### config.mk
export PLATFORM = sky130hd
export DESIGN_NAME = vga_timing_gen
export DESIGN_NICKNAME = d
export VERILOG_FILES = /design/src/rtl/vga_timing_gen.sv
export SDC_FILE = /design/constraint.sdc
export NUM_CORES = 1
export LEC_CHECK = 0
export ABC_AREA = 1
export CORE_ASPECT_RATIO = 1.1
export CORE_MARGIN = 2
export CORE_UTILIZATION = 50
export CTS_BUF_LIST = sky130_fd_sc_hd__clkbuf_4 sky130_fd_sc_hd__clkbuf_8
export DETAILED_ROUTE_END_ITERATION = 6
export PLACE_DENSITY = 0.8
export SLEW_MARGIN = 20
export SYNTH_ARGS = -nofsm -noshare
export SYNTH_HDL_FRONTEND = slang
export SYNTH_SLANG_ARGS = --single-unit
### constraint.sdc
create_clock -name clk -period 1.8 [get_ports clk]
set_clock_uncertainty 0.15 [all_clocks]
set_input_delay 0.27 -clock clk [delete_from_list [all_inputs] [get_ports clk]]
set_output_delay 0.27 -clock clk [all_outputs]
set_load 0.005 [all_outputs]
### src/rtl/vga_timing_gen.sv
// 640x480@60 raster timing: pixel-enable divider, h/v counters, registered
// sync/blank decode and line/frame strobes, all in the system clock domain.
module vga_timing_gen #(
  parameter int unsigned CLK_DIV  = 4,
  parameter int unsigned H_ACTIVE = 640,
  parameter int unsigned H_FP     = 16,
  parameter int unsigned H_SYNC   = 96,
  parameter int unsigned H_BP     = 48,
  parameter int unsigned V_ACTIVE = 480,
  parameter int unsigned V_FP     = 10,
  parameter int unsigned V_SYNC   = 2,
  parameter int unsigned V_BP     = 33
) (
  input  logic       clk,
  input  logic       reset,
  output logic [9:0] hCount,
  output logic [9:0] vCount,
  output logic       bright,
  output logic       hSync,
  output logic       vSync,
  output logic       pixel_tick,
  output logic       line_start,
  output logic       frame_start
);

  localparam int unsigned H_TOTAL = H_ACTIVE + H_FP + H_SYNC + H_BP;
  localparam int unsigned V_TOTAL = V_ACTIVE + V_FP + V_SYNC + V_BP;
  localparam int unsigned DW      = (CLK_DIV > 1) ? $clog2(CLK_DIV) : 1;

  localparam logic [DW-1:0] DIV_MAX = DW'(CLK_DIV - 1);
  localparam logic [9:0]    H_MAX   = 10'(H_TOTAL - 1);
  localparam logic [9:0]    V_MAX   = 10'(V_TOTAL - 1);

  // 11-bit bounds so an edge that lands exactly on 1024 still compares correctly
  localparam logic [10:0] H_ACT   = 11'(H_ACTIVE);
  localparam logic [10:0] HS_BEG  = 11'(H_ACTIVE + H_FP);
  localparam logic [10:0] HS_END  = 11'(H_ACTIVE + H_FP + H_SYNC);
  localparam logic [10:0] V_ACT   = 11'(V_ACTIVE);
  localparam logic [10:0] VS_BEG  = 11'(V_ACTIVE + V_FP);
  localparam logic [10:0] VS_END  = 11'(V_ACTIVE + V_FP + V_SYNC);

  logic [DW-1:0] div;
  logic          tick;
  logic [9:0]    h_nxt;
  logic [9:0]    v_nxt;

  function automatic logic in_range(input logic [9:0] x,
                                    input logic [10:0] lo,
                                    input logic [10:0] hi);
    return ({1'b0, x} >= lo) && ({1'b0, x} < hi);
  endfunction

  assign tick = (div == DIV_MAX);

  // Gated by the raw reset so the strobe drops immediately on async assertion
  assign pixel_tick = reset & tick;

  always_ff @(posedge clk or negedge reset) begin
    if (!reset) begin
      div <= '0;
    end else if (tick) begin
      div <= '0;
    end else begin
      div <= div + 1'b1;
    end
  end

  always_comb begin
    h_nxt = hCount;
    v_nxt = vCount;
    if (hCount == H_MAX) begin
      h_nxt = '0;
      v_nxt = (vCount == V_MAX) ? '0 : vCount + 10'd1;
    end else begin
      h_nxt = hCount + 10'd1;
    end
  end

  // Decode uses the next counter values so outputs line up with the counters
  always_ff @(posedge clk or negedge reset) begin
    if (!reset) begin
      hCount      <= '0;
      vCount      <= '0;
      bright      <= 1'b0;
      hSync       <= 1'b1;
      vSync       <= 1'b1;
      line_start  <= 1'b0;
      frame_start <= 1'b0;
    end else if (tick) begin
      hCount      <= h_nxt;
      vCount      <= v_nxt;
      bright      <= in_range(h_nxt, '0, H_ACT) && in_range(v_nxt, '0, V_ACT);
      hSync       <= ~in_range(h_nxt, HS_BEG, HS_END);
      vSync       <= ~in_range(v_nxt, VS_BEG, VS_END);
      line_start  <= (h_nxt == '0);
      frame_start <= (h_nxt == '0) && (v_nxt == '0);
    end else begin
      line_start  <= 1'b0;
      frame_start <= 1'b0;
    end
  end

endmodule

==> out/metrics.cfg, run 1 <==
[outcome]
status=complete, but fails checks
violations=negative setup slack

[setup_path]
cp.required_ns=1.93
worst_ep_arrival_time_ns=2.05
worstSetupPathType=register to register
cp-end-kind=register
rrSetupSlack_ns=-0.12
crit_path_max_fanout=8
startpoint_type=register

[logic_synthesis]
ys_seq_area_frac=0.3733
synthDistinctLibCells=27
synthArstFlopShare=1.000
synth_edf_count=0
synth_area_per_cell_um2=6.630
synth_flop_cell=dfrtp_1
yosys_warnings=0
ys_ff_latch=27
netlist_area_mm2=0.001817
synth_cells=274
synthesis.nets=281

[run]
max-cap-violations=0

[cts]
cts-buffers-inserted=3
worstSkewPairLatency_ns=0.33
cts.sinks=27
hold_buffers=0
htreeDepth=1
clockBufferDepth=2
clk_pin_slew_ns=0.14
cts_tree=done
cts_root_buffer=clkbuf_4

[sta]
fmax_ghz=0.5202
maxSlewViolCount=0
setup_violations=6
rsz0062_at_grt=true
period_needed_ns=1.922
finalHoldViolations=0
tightest_slew_ns=0.3459
layout_setup_ws_ns=-0.1223
period_share=1.068
slew_headroom=0.7694

[floorplan]
rows=22
start_util=0.5323
num_io_pins=28
coreArea_mm2=0.003413
dieArea_mm2=0.004132
die_width_um=61.48
fp.dieH_um=67.22

[route]
wire_per_inst_um=12.73
wirelength_um=4900
drc_errors=0
dr.first_iter.drc_count=132
num_vias=1984
postRouteAntennaNets=0
vias_per_cell=5.153
firstDrtPassIters=6

[place]
globalplace.congestion=1.061
preCtsSetupSlack_ns=-0.02428
dp_hpwl_um=3405
io_buffers=27

[cells_and_area]
finalNetCount=345
n_antenna_cell=0
syn_to_final_growth_pct=43.87
final_layout_size_suffix_gt1_frac=0.2641

[global_routing]
grt_overflow_total=0
grt_use_total=0.2509
grt_pass1_wl_um=7762
grt_max_degree=28
grt_pass1_vias=1726
grt_antenna_before_repair=0

[min_path]
hold_class=input pin to async pin

[power_and_ir_drop]
power_density_mw_per_mm2=347.3
peakVddDrop_uv=368.8
leakagePower_nw=1.415
p_total_mw=0.9078

==> worst max-delay path, stage by stage, from the launching register on <==
cell     delay [ns]
dfrtp_1        0.42
ha_4           0.18
nand4_1        0.18
nor2_4         0.27
buf_4          0.15
nand2_1        0.05
nand2_1        0.05
nand2_1        0.07
nand2_1        0.08
nor2_2         0.05
nand3_1        0.07
nand2_1        0.07
inv_1          0.06
==> timing repair <==
action                     in CTS  in global routing
pin swaps                      10                 12
gates resized for setup        17                 43
setup buffers                   8                  9
setup endpoints to repair       9                 24
==> cell usage in the layout (no fill, tap or decap), types with 2 or more instances in the layout <==
| cell | netlist | routed |
|---|---|---|
| nand2_2 | 0 | 6 |
| dfrtp_2 | 0 | 10 |
| inv_2 | 1 | 4 |
| buf_4 | 2 | 31 |
| dfrtp_1 | 25 | 15 |
| clkdlybuf4s50_1 | 0 | 15 |
| o21ai_1 | 1 | 4 |
| nor2_2 | 4 | 8 |
| nand4_1 | 5 | 5 |
| nand3_2 | 2 | 4 |
| inv_1 | 30 | 27 |
| buf_6 | 0 | 6 |
| ha_4 | 0 | 3 |
| nor2_1 | 32 | 26 |
| dlymetal6s2s_1 | 0 | 12 |
| nand2_1 | 101 | 95 |
| o21a_1 | 2 | 2 |
| nand3_1 | 23 | 20 |
| dfstp_2 | 2 | 2 |
| nor2_4 | 2 | 4 |
| o21ai_0 | 23 | 20 |
| clkbuf_4 | 0 | 4 |
==> area by class of cell <==
| cell class | instances | area, um2 |
|---|---|---|
| multi-input combinational | 209 | 1104 |
| fill | 264 | 799.5 |
| sequential | 27 | 690.7 |
| timing repair buffer | 65 | 609.3 |
| inverter | 32 | 120.1 |
| tap | 48 | 60.06 |
| clock buffer | 4 | 30.03 |
==> layer usage <==
metal	global-route usage	wire (um)	part of all wire
met2	0.4003	2310	0.47
met5	0	0	0
met4	0.05585	97	0.020
met1	0.3640	2227	0.45
met3	0.03065	265	0.054
==> stage by stage <==
stage / instance area [um2] / util / std cells / setup TNS (ns) / hold slack, ns
finish: 2614 / 0.7658 / 385 / -0.2968 / 0.2219
global route: 2614 / 0.7658 / 385 / -1.140 / 0.2317
CTS: 2405 / 0.7045 / 376 / -0.07236 / 0.2494
detailed placement: 2276 / 0.6668 / 364 / -0.04061 / 0.2879
global placement: 2276 / 0.6668 / 364 / -0.005383 / 0.2670
floorplan: 1819 / - / 274 / 0 / -0.1756
==> sequential cells by signal, indices dropped and copies added, names as in the netlist <==
signal       flops
bright           1
frame_start      1
hSync            1
vSync            1
div              2
vCount          10
hCount          10
line_start       1
==> kinds of logic after synthesis <==
logic type	after synthesis	share of synthesized area
simple gates	174	0.4187
buf+inv	38	0.08332
compound gates	29	0.08539
flops	27	0.3733
fa+ha+maj	5	0.03444
xor+xnor	1	0.004822
==> final timing paths <==
kind                       cells after the start  startpoint        end
setup / recovery                              12   hCount[1]      vSync
hold / removal                                 2       reset  hCount[1]
setup reg to reg                              12   hCount[1]      vSync
hold reg to reg                                2       hSync      hSync
max in group asynchronous                      2       reset      vSync
min in group clk                               2       hSync      hSync
==> synthesized netlist by cell type (2+ instances only) <==
cell type | number | share of area
buf_4 | 2 | 0.0083
clkbuf_1 | 3 | 0.0062
dfrtp_1 | 25 | 0.34
dfstp_2 | 2 | 0.029
ha_1 | 5 | 0.034
inv_1 | 30 | 0.062
nand2_1 | 101 | 0.21
nand3_1 | 23 | 0.063
nand3_2 | 2 | 0.011
nand4_1 | 5 | 0.017
nand4_2 | 2 | 0.014
nor2_1 | 32 | 0.066
nor2_2 | 4 | 0.014
nor2_4 | 2 | 0.012
o21a_1 | 2 | 0.0083
o21ai_0 | 23 | 0.063
==> where the power goes <==
group / switching [mW] / internal (mW)
Clock: 0.183 / 0.102
Combinational: 0.0123 / 0.00334
Sequential: 0 / 0.607
Total: 0.196 / 0.712
Power figures use the tool's default switching activity.
==> run 2, diff against run 1 <==
--- a/config.mk
+++ b/config.mk
@@ -6,12 +6,15 @@
 export NUM_CORES = 1
 export LEC_CHECK = 0
 export ABC_AREA = 1
+export ABC_CLOCK_PERIOD_IN_PS = 1800
 export CORE_ASPECT_RATIO = 1.1
 export CORE_MARGIN = 2
 export CORE_UTILIZATION = 50
 export CTS_BUF_LIST = sky130_fd_sc_hd__clkbuf_4 sky130_fd_sc_hd__clkbuf_8
 export DETAILED_ROUTE_END_ITERATION = 6
+export HOLD_SLACK_MARGIN = 0.12
 export PLACE_DENSITY = 0.8
+export RECOVER_POWER = 100
 export SLEW_MARGIN = 20
 export SYNTH_ARGS = -nofsm -noshare
 export SYNTH_HDL_FRONTEND = slang
==> run 2 against run 1 <==
The flow still finishes with violations (negative setup slack). Worst setup slack lost 0.0016 ns. Sequential power is essentially flat. Flip-flop and latch count is the same. Critical path type unchanged. Largest cell class unchanged.
==> out/metrics.cfg, run 2 (same netlist as run 1, synthesis figures left out) <==
[floorplan]
die_width_um=61.48  ; unchanged
fp.dieH_um=67.22  ; unchanged
rows=22  ; unchanged
coreArea_mm2=0.003413  ; unchanged
start_util=0.5323  ; unchanged
num_io_pins=28  ; unchanged
dieArea_mm2=0.004132  ; unchanged

[cells_and_area]
mostFrequentLayoutCell=nand2_1  ; unchanged
n_antenna_cell=0  ; unchanged
syn_to_final_growth_pct=42.91  ; was 43.87%
final_layout_size_suffix_gt1_frac=0.2611  ; was 0.2641
final_core_util=0.7606  ; was 0.7658
finalNetCount=345  ; unchanged
finalNonFillerCells=385  ; unchanged
largestRegisters=hCount: 10 flops, vCount: 10 flops, div: 2 flops  ; unchanged
fillCellCount=266  ; was 264
design_area_mm2=0.002596  ; was 0.002614 mm2
final_cell_mix=nand2_1, buf_4, inv_1  ; unchanged

[outcome]
violations=negative setup slack  ; unchanged
status=complete, but fails checks  ; unchanged

[global_routing]
grt_max_degree=28  ; unchanged
grt_overflow_total=0  ; unchanged
grt_antenna_before_repair=0  ; unchanged
grt_pass1_wl_um=7762  ; unchanged
grt_use_total=0.2509  ; unchanged
grt_pass1_vias=1726  ; unchanged

[power_and_ir_drop]
p_total_mw=0.9077  ; was 0.9078 mW
peakVddDrop_uv=373.8  ; was 368.8 uV
power_density_mw_per_mm2=349.6  ; was 347.3 mW/mm2
leakagePower_nw=1.414  ; was 1.415 nW

[sta]
fmax_ghz=0.5198  ; was 0.5202 GHz
layout_setup_ws_ns=-0.1239  ; was -0.1223 ns
setup_violations=5  ; was 6
rsz0062_at_grt=true  ; unchanged
period_share=1.069  ; was 1.068
slew_headroom=0.5557  ; was 0.7694
finalHoldViolations=0  ; unchanged
period_needed_ns=1.924  ; was 1.922 ns
tightest_slew_ns=0.6665  ; was 0.3459 ns
maxSlewViolCount=0  ; unchanged
fin_tns_setup_ns=-0.3048  ; was -0.2968 ns
fin_hold_ws_ns=0.3548  ; was 0.2219 ns

[cts]
worstSkewPairLatency_ns=0.33  ; about the same
cts.sinks=27  ; unchanged
clk_pin_slew_ns=0.14  ; about the same
hold_buffers=0  ; unchanged
htreeDepth=1  ; unchanged
cts_tree=done  ; unchanged
cts_root_buffer=clkbuf_4  ; unchanged
clockBufferDepth=2  ; unchanged
cts-buffers-inserted=3  ; unchanged

[setup_path]
worstSetupPathType=register to register  ; unchanged
worst_ep_arrival_time_ns=2.06  ; was 2.05 ns
rrSetupSlack_ns=-0.12  ; about the same
regToRegEndpoint=vSync  ; unchanged
reg2regPathDepth=12  ; unchanged
startpoint_type=register  ; unchanged
cp.required_ns=1.93  ; about the same
r2r_start=hCount[1]  ; unchanged
crit_path_max_fanout=8  ; unchanged
cp-end-kind=register  ; unchanged

[min_path]
hold_class=register to register  ; was input pin to async pin
hp-start=hSync
min_path_cells=2
hold_end=hSync

[route]
num_vias=1966  ; was 1984
dr.first_iter.drc_count=145  ; was 132
wirelength_um=4909  ; was 4900 um
drc_errors=0  ; unchanged
firstDrtPassIters=5  ; was 6
vias_per_cell=5.106  ; was 5.153
wire_per_inst_um=12.75  ; was 12.73 um
postRouteAntennaNets=0  ; unchanged

[place]
io_buffers=27  ; unchanged
place_inst=364  ; unchanged
globalplace.congestion=1.061  ; unchanged
dp_hpwl_um=3405  ; unchanged
preCtsSetupSlack_ns=-0.02428  ; unchanged
postPlaceCellArea_mm2=0.002276  ; unchanged

[run]
max-cap-violations=0  ; unchanged

[run 2: critical path, cell delays in order, from the launching register on]
cell and delay (ns):
dfrtp_1 0.42, ha_4 0.18, nand4_1 0.18, nor2_4 0.27, buf_4 0.15, nand2_1 0.05, nand2_1 0.05, nand2_1 0.07
nand2_1 0.08, nor2_2 0.05, nand3_1 0.07, nand2_1 0.07, inv_1 0.07
[run 2: report_power, final]
part           switching (mW)  internal [mW]  total (mW)
clock                   0.184          0.102       0.287
combinational          0.0122        0.00217      0.0143
sequential                  0          0.607       0.607
[run 2: final cells by class]
class	count	area, um2	area share
clock buffers	4	30.03	0.01157
multi-input cells	209	1091	0.4202
repair buffers	65	604.3	0.2328
inverters	32	120.1	0.04626
well taps	48	60.06	0.02313
flip-flops and latches	27	690.7	0.2660
[run 2: worst max path at each step]
stage          slack (ns)       from  cells past startpoint         end
2_1_floorplan        0.01  hCount[0]                     10       vSync
3_3_place_gp       -0.005      reset                      4  pixel_tick
3_5_place_dp        -0.02  hCount[0]                     12       vSync
4_1_cts             -0.03  vCount[0]                     12       vSync
5_1_grt             -0.26  hCount[1]                     10       vSync
6_report            -0.12  hCount[1]                     12       vSync
[run 2: timing repair]
action | CTS | global route
gates resized for setup | 17 | 43
setup buffers | 8 | 9
pin swaps | 10 | 12
endpoints found under the setup margin | 9 | 24
[run 2: metal layers]
metal  global-route usage  vias up  wire [um]
met5                    0        -          0
met4              0.05585        0         87
met3              0.03065       10        236
met2               0.4003       69       2329
met1               0.3640      896       2256
li1                     -      991          -
==> run 3, diff against run 2 <==
--- a/config.mk
+++ b/config.mk
@@ -11,6 +11,7 @@
 export CORE_MARGIN = 2
 export CORE_UTILIZATION = 50
 export CTS_BUF_LIST = sky130_fd_sc_hd__clkbuf_4 sky130_fd_sc_hd__clkbuf_8
+export CTS_CLUSTER_SIZE = 28
 export DETAILED_ROUTE_END_ITERATION = 6
 export HOLD_SLACK_MARGIN = 0.12
 export PLACE_DENSITY = 0.8
==> results of run 3 <==
Final layout, timing and power as in run 2 (identical DEF).
==> RTL edit (flow settings as in run 3) <==
Change the parameter `CLK_DIV` from 4 to 2.
--- a/src/rtl/vga_timing_gen.sv
+++ b/src/rtl/vga_timing_gen.sv
@@ -1,7 +1,7 @@
 // 640x480@60 raster timing: pixel-enable divider, h/v counters, registered
 // sync/blank decode and line/frame strobes, all in the system clock domain.
 module vga_timing_gen #(
-  parameter int unsigned CLK_DIV  = 4,
+  parameter int unsigned CLK_DIV  = 2,
   parameter int unsigned H_ACTIVE = 640,
   parameter int unsigned H_FP     = 16,
   parameter int unsigned H_SYNC   = 96,
Formal check against the unedited RTL: not equivalent (Yosys sat finds a counterexample within 4 cycles, from zero or initial values and one cycle with reset low).
==> RTL edit against run 3 <==
The flow still finishes with violations (setup timing); sequential cell count down 1; synthesized area down 3.0%; core utilization increased by 8.2 points; worst setup slack better by 12 ps; via count increased by 9.6%; cell count is 2.6% higher; power increased by 13%; routed wire length grew 23%; clock power grew 46%; final area is 9.0% higher; critical path type unchanged; critical endpoint is now frame_start; largest cell class unchanged.
==> RTL edit: results (changes against run 3) <==
- Result of the run: finished with violations
- Failing checks: setup timing
- Top post-synthesis cells by area: dfrtp_1, nand2_1, inv_1, nand3_1, o21ai_0
- Tot GR Track Use: 0.275 (+0.0243)
- Worst R2R Path Depth: 10 (-2)
- Gpl congestion: 0.978 (-7.8%)
- Worst Path Max Fanout: 5 (-3)
- Vias in the first global route: 1881 (+9.0%)
- Avg Inst Size Synth: 6.63 sq um (about the same)
- Met2 wire length: 3060 microns (+31%)
- Vias post-DR: 2154 (+9.6%)
- Slew margin rel.: 0.558 (+0.00215)
- Largest net degree at the start of global routing: 27 (-3.6%)
- Worst r2r dst: frame_start
- DPL Wire Length: 3520 microns (+3.4%)
- Fillers: 188 (-29%)
- Final wirelength: 6040 microns (+23%)
- Syn_nets: 272 (-3.2%)
- Fin worst setup slack: -112 ps (+12.2 ps)
- Worst hold slack: 362 ps (+7.48 ps)
- Fraction of final layout cells with drive strength greater than 1: 0.363 (+0.102)
- Sequential share of the synthesized area: 0.370 (-0.00280)
- Final std cells w/o fill: 395 (+2.6%)
- Setup-failing EPs final: 8 (+3)
- FF-to-FF Start: hCount[0]
## RTL edit: per-layer routing
layer,vias up,track usage
met1,1007,0.348
met3,32,0.0196
met5,-,0
met2,108,0.478
met4,0,0.106
li1,1007,-
## RTL edit: area by class of cell
type | count | area share
sequential | 26 | 0.235
timing repair buffer | 82 | 0.263
clock inverter | 1 | 0.0106
multi-input combinational | 196 | 0.410
clock buffer | 3 | 0.00796
inverter | 39 | 0.0526
tap | 48 | 0.0212
## RTL edit: worst min-delay path: cells and delay by family, from the launching register on
family | cells | cell delay, ps
flip-flops | 1 | 400
AND/OR/NAND/NOR | 2 | 130
## RTL edit: what timing repair did
action / in CTS / in global routing
endpoints found under the hold margin: 24 / 0
gates resized for setup: 35 / 63
endpoints found under the setup margin: 17 / 27
setup buffers: 9 / 15
pin swaps: 17 / 22
hold buffers: 1 / 0
## RTL edit: cell families after synthesis
group / Yosys count / share of synthesized area
compound gates: 31 / 0.0987
xor+xnor: 1 / 0.00497
fa+ha+maj: 4 / 0.0284
buf+inv: 44 / 0.0944
flops: 26 / 0.370
simple gates: 160 / 0.403
## RTL edit: worst max path at each step
| stage | start | end | slack [ps] | cells past startpoint |
|---|---|---|---|---|
| global placement | vCount[1] | bright | -100 | 12 |
| detailed placement | vCount[1] | bright | -130 | 12 |
| CTS | hCount[6] | vSync | -20 | 13 |
| global route | hCount[0] | frame_start | -240 | 9 |
| floorplan | hCount[0] | bright | 20 | 12 |
| finish | hCount[0] | frame_start | -110 | 10 |
## RTL edit: stage by stage
| stage | setup TNS, ps | util | setup WS [ps] |
|---|---|---|---|
| 5_1_grt | -1850 | 0.843 | -239 |
| 4_1_cts | -29.1 | 0.751 | -19.3 |
| 3_5_place_dp | -339 | 0.684 | -131 |
| 2_1_floorplan | 0 | - | 17.7 |
| 3_3_place_gp | -228 | 0.684 | -105 |
| 6_report | -494 | 0.843 | -112 |
## RTL edit: power by group through the flow
stage | Clock, mW | Sequential [mW] | Combinational (mW)
after detailed placement | 0 | 0.595 | 0.0199
after CTS | 0.417 | 0.584 | 0.0207
after global placement | 0 | 0.595 | 0.0194
after global routing | 0.437 | 0.585 | 0.0228
final | 0.419 | 0.584 | 0.0192
after floorplan | 0 | 0.595 | 0.00103
